### src/rtl/cla_pkg.sv
// Shared types and geometry for the cache-line <-> memory-burst adaptor.
// The optional watchdog in the top level is enabled with CLA_TIMEOUT_EN.
package cla_pkg;

    typedef enum logic [1:0] {
        IDLE,
        READ,
        WRITE,
        DONE
    } cla_state_e;

    localparam int unsigned BEATS    = 4;
    localparam int unsigned BEAT_W   = 64;
    localparam int unsigned LINE_W   = 256;
    localparam int unsigned OFFSET_W = $clog2(LINE_W / 8);

endpackage

### src/rtl/cla_timeout.sv
// Watchdog for the memory side of a burst: counts busy cycles without a beat.
// Instantiated by cacheline_adaptor only when CLA_TIMEOUT_EN is defined.
module cla_timeout #(
    parameter int unsigned TIMEOUT_CYCLES = 256
) (
    input  logic clk,
    input  logic rst,
    input  logic clear,
    input  logic busy,
    output logic expired
);

    localparam int unsigned W = $clog2(TIMEOUT_CYCLES + 1);

    logic [W-1:0] cnt_q;

    always_ff @(posedge clk or posedge rst) begin
        if (rst) begin
            cnt_q <= '0;
        end else if (clear || !busy) begin
            cnt_q <= '0;
        end else begin
            cnt_q <= cnt_q + 1'b1;
        end
    end

    // Fires in the last allowed quiet cycle so the abort lands on the next edge.
    assign expired = busy && !clear && (cnt_q == W'(TIMEOUT_CYCLES - 1));

endmodule

### src/rtl/cacheline_adaptor.sv
// Converts 256-bit cache line fills/writebacks into 4-beat 64-bit memory bursts.
// Define CLA_TIMEOUT_EN to abort stalled bursts after TIMEOUT_CYCLES quiet cycles.
module cacheline_adaptor
    import cla_pkg::*;
#(
    parameter int unsigned TIMEOUT_CYCLES = 256
) (
    input  logic         clk,
    input  logic         rst,
    input  logic [31:0]  address_i,
    input  logic         read_i,
    input  logic         write_i,
    input  logic [255:0] line_i,
    output logic [255:0] line_o,
    output logic         resp_o,
    output logic         err_o,
    output logic [31:0]  address_o,
    output logic         read_o,
    output logic         write_o,
    output logic [63:0]  burst_o,
    input  logic [63:0]  burst_i,
    input  logic         resp_i
);

    cla_state_e         state_q, state_d;
    logic [1:0]         cnt_q;
    logic [LINE_W-1:0]  wline_q;
    logic               busy;
    logic               accept;
    logic               beat;
    logic               timeout;
    logic               unused_addr_bits;

    assign unused_addr_bits = ^address_i[OFFSET_W-1:0];

    assign busy   = (state_q == READ) || (state_q == WRITE);
    assign accept = (state_q == IDLE) && (read_i || write_i);
    assign beat   = busy && resp_i;

`ifdef CLA_TIMEOUT_EN
    logic err_q;

    cla_timeout #(
        .TIMEOUT_CYCLES(TIMEOUT_CYCLES)
    ) u_timeout (
        .clk    (clk),
        .rst    (rst),
        .clear  (accept || beat),
        .busy   (busy),
        .expired(timeout)
    );

    // timeout is only ever high while busy, so err_q is set exactly for DONE.
    always_ff @(posedge clk or posedge rst) begin
        if (rst) begin
            err_q <= 1'b0;
        end else begin
            err_q <= timeout;
        end
    end

    assign err_o = err_q && (state_q == DONE);
`else
    logic [31:0] unused_timeout;

    assign unused_timeout = 32'(TIMEOUT_CYCLES);
    assign timeout        = 1'b0;
    assign err_o          = 1'b0;
`endif

    always_ff @(posedge clk or posedge rst) begin
        if (rst) begin
            state_q <= IDLE;
        end else begin
            state_q <= state_d;
        end
    end

    always_comb begin
        state_d = state_q;
        unique case (state_q)
            IDLE: begin
                if (read_i) begin
                    state_d = READ;
                end else if (write_i) begin
                    state_d = WRITE;
                end
            end
            READ, WRITE: begin
                if (timeout) begin
                    state_d = DONE;
                end else if (beat && (cnt_q == 2'(BEATS - 1))) begin
                    state_d = DONE;
                end
            end
            DONE: state_d = IDLE;
            default: state_d = IDLE;
        endcase
    end

    always_ff @(posedge clk or posedge rst) begin
        if (rst) begin
            cnt_q     <= '0;
            address_o <= '0;
            wline_q   <= '0;
            line_o    <= '0;
        end else begin
            if (accept) begin
                cnt_q     <= '0;
                address_o <= {address_i[31:OFFSET_W], {OFFSET_W{1'b0}}};
                if (!read_i) begin
                    wline_q <= line_i;
                end
            end else if (beat) begin
                cnt_q <= cnt_q + 1'b1;
                if (state_q == READ) begin
                    line_o[BEAT_W*cnt_q +: BEAT_W] <= burst_i;
                end
            end
        end
    end

    assign read_o  = (state_q == READ);
    assign write_o = (state_q == WRITE);
    assign resp_o  = (state_q == DONE);
    assign burst_o = wline_q[BEAT_W*cnt_q +: BEAT_W];

endmodule
### config.mk
export PLATFORM = sky130hd
export DESIGN_NAME = cacheline_adaptor
export DESIGN_NICKNAME = d
export VERILOG_FILES = /design/src/rtl/cla_pkg.sv /design/src/rtl/cla_timeout.sv /design/src/rtl/cacheline_adaptor.sv
export SDC_FILE = /design/constraint.sdc
export NUM_CORES = 1
export LEC_CHECK = 0
export BUFFER_PORTS_ARGS = -buffer_cell sky130_fd_sc_hd__buf_4
export CORE_AREA = 10 10 269 271
export CTS_CLUSTER_SIZE = 8
export DETAILED_ROUTE_END_ITERATION = 12
export DIE_AREA = 0 0 279 281
export MAX_ROUTING_LAYER = met4
export PLACE_DENSITY = 0.55
export SYNTH_ARGS = -nofsm -noshare
export SYNTH_HDL_FRONTEND = slang
export SYNTH_SLANG_ARGS = --single-unit
export TNS_END_PERCENT = 20
### constraint.sdc
create_clock -name clk -period 15.3 [get_ports clk]
set_input_delay 0.765 -clock clk [delete_from_list [all_inputs] [get_ports clk]]
set_output_delay 0.765 -clock clk [all_outputs]
set_load 0.02 [all_outputs]
; ---- Word level (Yosys, flattened, before mapping)
; Cells that the tools add are included.
[word_totals]
ff_bits = 543
[classes]
add_sub_neg = 2
eq_ne = 6
shifts = 3
mux = 7
bitwise = 2
reduce_logical = 11
[op_table]
columns = operator, count
row1 = bitwise mux 256 bit, 1
row2 = "variable shift 64 x 34 -> 256 bit, first input constant", 1
row3 = variable part select 256 x 9 -> 64 bit, 1
row4 = variable part select 64 x 34 -> 256 bit, 1
row5 = negator 8 -> 34 bit, 1
row6 = 2-to-1 mux 2 bit, 5
row7 = "== test 2 bit, second input constant", 3
row8 = case mux 2 bit (3 select lines), 1
row9 = AND reduction 2 bit, 2
row10 = logical AND 1 bit, 3
row11 = "!= test 3 bit, second input constant", 1
row12 = AND reduction 3 bit, 1
row13 = "adder 2 x 1 -> 2 bit, second input constant", 1
row14 = "== test 2 x 1 -> 1 bit, second input constant", 1
row15 = logical NOT 2 bit, 1
row16 = logical OR 1 bit, 2
row17 = "!= test 2 bit, second input constant", 1
row18 = NOT 1 bit, 2
row19 = nonzero test 2 bit, 1
row20 = OR reduction 2 bit, 1

; ---- Longest topological paths before layout
[depth]
word_depth = 6
mapped_depth = 9
depth_no_buf = 5

; ---- Worst setup path before layout
; Ideal clock, no wire load.
[synth_path]
path_kind = register to register
from = register cnt_q[1]
to = register line_o[128]
setup_time_ns = 0.066
arrival_time_ns = 2.518
required_time_ns = 15.234
setup_slack_ns = 12.716
stages_incl_launch_ff = 9
n_path_buf = 3
period_less_slack_ns = 2.584
cell_sequence = dfrtp_1 > clkbuf_1 > clkbuf_1 > inv_1 > ha_1 > nand2b_2 > nor4_4 > buf_6 > a22o_1
[synth_between]
elab_chain_len = 3
[synth_lines]
columns = element, line_no
row1 = start: declaration, cacheline_adaptor.sv:26  ; logic [1:0] cnt_q;
row2 = start signal: assignment, cacheline_adaptor.sv:115  ; cnt_q <= cnt_q + 1'b1;
row3 = negator 8 -> 34 bit (*), cacheline_adaptor.sv:117  ; line_o[BEAT_W*cnt_q +: BEAT_W] <= burst_i;
row4 = variable part select 64 x 34 -> 256 bit or variable shift 64 x 34 -> 256 bit (tied branches), cacheline_adaptor.sv:117
row5 = bitwise mux 256 bit (*), cacheline_adaptor.sv:117
row6 = end signal: indexed assignment, cacheline_adaptor.sv:117
row7 = end: declaration, cacheline_adaptor.sv:14  ; output logic [255:0] line_o,
; Every way passes the cells marked *; elsewhere a longest branch is shown, timed or not.
; A chain may end at the register's enable or synchronous reset.

; ---- Worst setup path in the final report
[layout_path]
from = register cnt_q[0]
to = output port burst_o[41]
[layout_between]
elab_chain_len = 1
[layout_lines]
columns = element, line_no
row1 = variable part select 256 x 9 -> 64 bit, cacheline_adaptor.sv:126  ; assign burst_o = wline_q[BEAT_W*cnt_q +: BEAT_W];
row2 = end: declaration, cacheline_adaptor.sv:20  ; output logic [63:0] burst_o,
; No other way between the ends.

==> impl_results.md <==
* Slew @ Worst Pin at 1080 ps
* CP arrival at 3200 ps
* Clk root buf: clkbuf_16
* Initial Util at 0.320
* Hold buffers post-CTS at 0
* Layout cells sized above 1 at 0.583
* Setup CP Type: flop to primary output
* Nets@finish at 2368
* Routed WL per cell at 26.0 microns
* Postcts setup bufs at 0
* Sequential area share after synthesis at 0.637
* Min-Delay Path Class: primary input to async pin
* LEAKAGE at 0.0144 uW
* PortBufs at 701
* Syn Inst Count at 1296
* CP required at 14530 ps
* Peak supply drop at 105 uV
* Die height at 281 microns
* Max-Cap Viols at 0
* Total track usage at 0.192
* DRC Markers at 0
* Grt ovf at 0
* Fin Setup TNS at 0 ps
* CTS Buf Count at 78
* Crit Path Max Fanout at 38
* Fin area at 0.0296 sq mm
* Largest net degree at the start of global routing at 84
* Vias in the first global route at 16.2k
* Initial DRT Pass Iterations at 5
* Setup violations, final at 0
* F_max at 252 MHz
* Dpl hpwl at 55500 microns
* Area growth from synthesis to layout at 38.6%
* Post-CTS Resized at 0
* Clk Latency, worst-skew pair at 620 ps
* Drt initial violations at 848
* Tcrit/Tclk final at 0.259
* Post-route ant nets at 0
* Routed vias at 14.7k
* Avg Cell Area, Syn at 16.5 sq um
* Final Hold Violating Endpoints at 0
* Dominant synthesized flop cell: dfrtp_1
* Vias per inst at 5.06
* CTS tree: yes
* Worst clock skew at 19.0 ps
* I/O pin total at 713
* Fillers at 6107
* Die footprint at 0.0784 sq mm
* Core Rows at 95
* Post-route minimum period at 3960 ps
* Setup crit start kind: flop
* Placed inst area at 0.0274 sq mm
* Flops & latches, synth at 543
* Max-slew violations at 0
* Synth Warn # at 0
* Async S/R FF share, synth at 1.00
* Synthesized cell area at 0.0213 sq mm
* Worst rel slew slack at 0.275
* Hold WS at 262 ps
* Htree depth at 3
* GP Congestion at 0.847
* Cell Pwr Density at 197 mW/mm^2
* Clock sink total at 543
* Final WL at 75600 microns
* RSZ-0062 raised after global routing: no
* Synth cell types at 29
* Core Region at 0.0668 sq mm
* CTS max path bufs at 3
* Clock transition at path regs at 50 ps
* Die Width at 279 microns
* Worst setup EP type: primary output
* Initial antenna violation count at 18
* First-pass GRT wire length at 110000 microns
* Status: finished, final reports clean
* Post-synth EDFFs at 0
[critical path: stages, from the launching register on]
cell and delay, ps:
dfrtp_4 900, buf_4 780, mux4_2 640, buf_4 180
[power by group]
group | leakage (uW) | switching (uW) | internal, uW
Combinational | 0.00633 | 989 | 1070
Clock | 0.00104 | 625 | 914
Sequential | 0.00700 | 299 | 1930
[area by class of cell]
class                      instances  area (sq um)  area share
sequential                       543         13600       0.460
multi-input combinational        647          7250       0.245
timing repair buffer             726          5450       0.184
clock buffer                      80          1970      0.0666
tap                              873          1090      0.0369
clock inverter                     9           151     0.00512
antenna                           19          47.5     0.00161
inverter                           6          26.3    0.000888
[synth_stat cells (2+ instances only)]
library cell,instances,area (sq um)
buf_6,6,67.6
buf_1,2,7.51
ha_1,9,113
mux2_2,283,3190
buf_4,7,52.6
nor2_1,2,7.51
nand4_1,4,25.0
mux4_2,64,1440
buf_2,51,255
a22o_1,256,2240
nand2_1,4,15.0
clkbuf_1,39,146
dfrtp_1,543,13600
nor4_4,2,42.5
mux2i_1,3,30.0
nor3_1,2,10.0
inv_1,6,22.5
o21ai_0,2,10.0
[routing by layer]
layer | routed length, microns | up-vias | part of all wire | global-route usage
met2 | 37400 | 636 | 0.50 | 0.315
met4 | 2530 | 0 | 0.033 | 0.0729
met1 | 27200 | 7607 | 0.36 | 0.200
met5 | 0 | - | 0 | -
li1 | - | 6323 | - | -
met3 | 8440 | 128 | 0.11 | 0.0906
[placed cells by master (no fill, tap or decap), types with 3 or more instances in the layout]
cell	netlist	layout
buf_4	7	726
dfrtp_1	543	541
mux2_2	283	283
a22o_1	256	256
clkbuf_16	0	78
mux4_2	64	64
diode_2	0	19
ha_1	9	9
conb_1	1	6
inv_1	6	5
nand2_1	4	4
nand4_1	4	4
mux2i_1	3	3
[final timing paths]
check	end	slack, ps	depth (start not counted)	startpoint
worst max register to register	line_o[72]$_DFFE_PP0P_	11460	6	cnt_q[0]$_DFFE_PP0P_
worst max-delay path	burst_o[41]	11340	3	cnt_q[0]$_DFFE_PP0P_
worst min register to register	wline_q[169]$_DFFE_PP0P_	500	1	wline_q[169]$_DFFE_PP0P_
min in group clk	wline_q[44]$_DFFE_PP0P_	380	2	line_i[44]
worst min-delay path	line_o[178]$_DFFE_PP0P_	260	2	rst
max in group asynchronous	wline_q[24]$_DFFE_PP0P_	12140	5	rst
[logic make-up (layout without fill, tap and decap cells)]
logic type	Yosys count	count (layout)	share of synthesized area
flip-flops	543	543	0.637
adder cells (fa/ha/maj)	9	9	0.00528
other	1	25	0.000176
buffers and inverters	111	821	0.0258
XOR/XNOR	1	1	0.000410
AO/OA/AOI/OAI	260	260	0.106
multiplexers	350	350	0.218
AND/OR/NAND/NOR	21	21	0.00727
[registers in the layout, summed over array words and instances, names as in the netlist]
name	flops
address_o	27
line_o	256
cnt_q	2
wline_q	256
state_q	2
[metrics by stage]
| step | setup WS [ps] | instances | power [uW] | util |
|---|---|---|---|---|
| floorplan | 7150 | 1301 | 3440 | - |
| global placement | 11250 | 2795 | 4300 | 0.410 |
| detailed placement | 11240 | 2795 | 4350 | 0.410 |
| CTS | 11110 | 2884 | 5920 | 0.442 |
| global route | 11060 | 2902 | 6130 | 0.443 |
| finish | 11340 | 2903 | 5830 | 0.443 |
(Power assumes the default switching activity.)
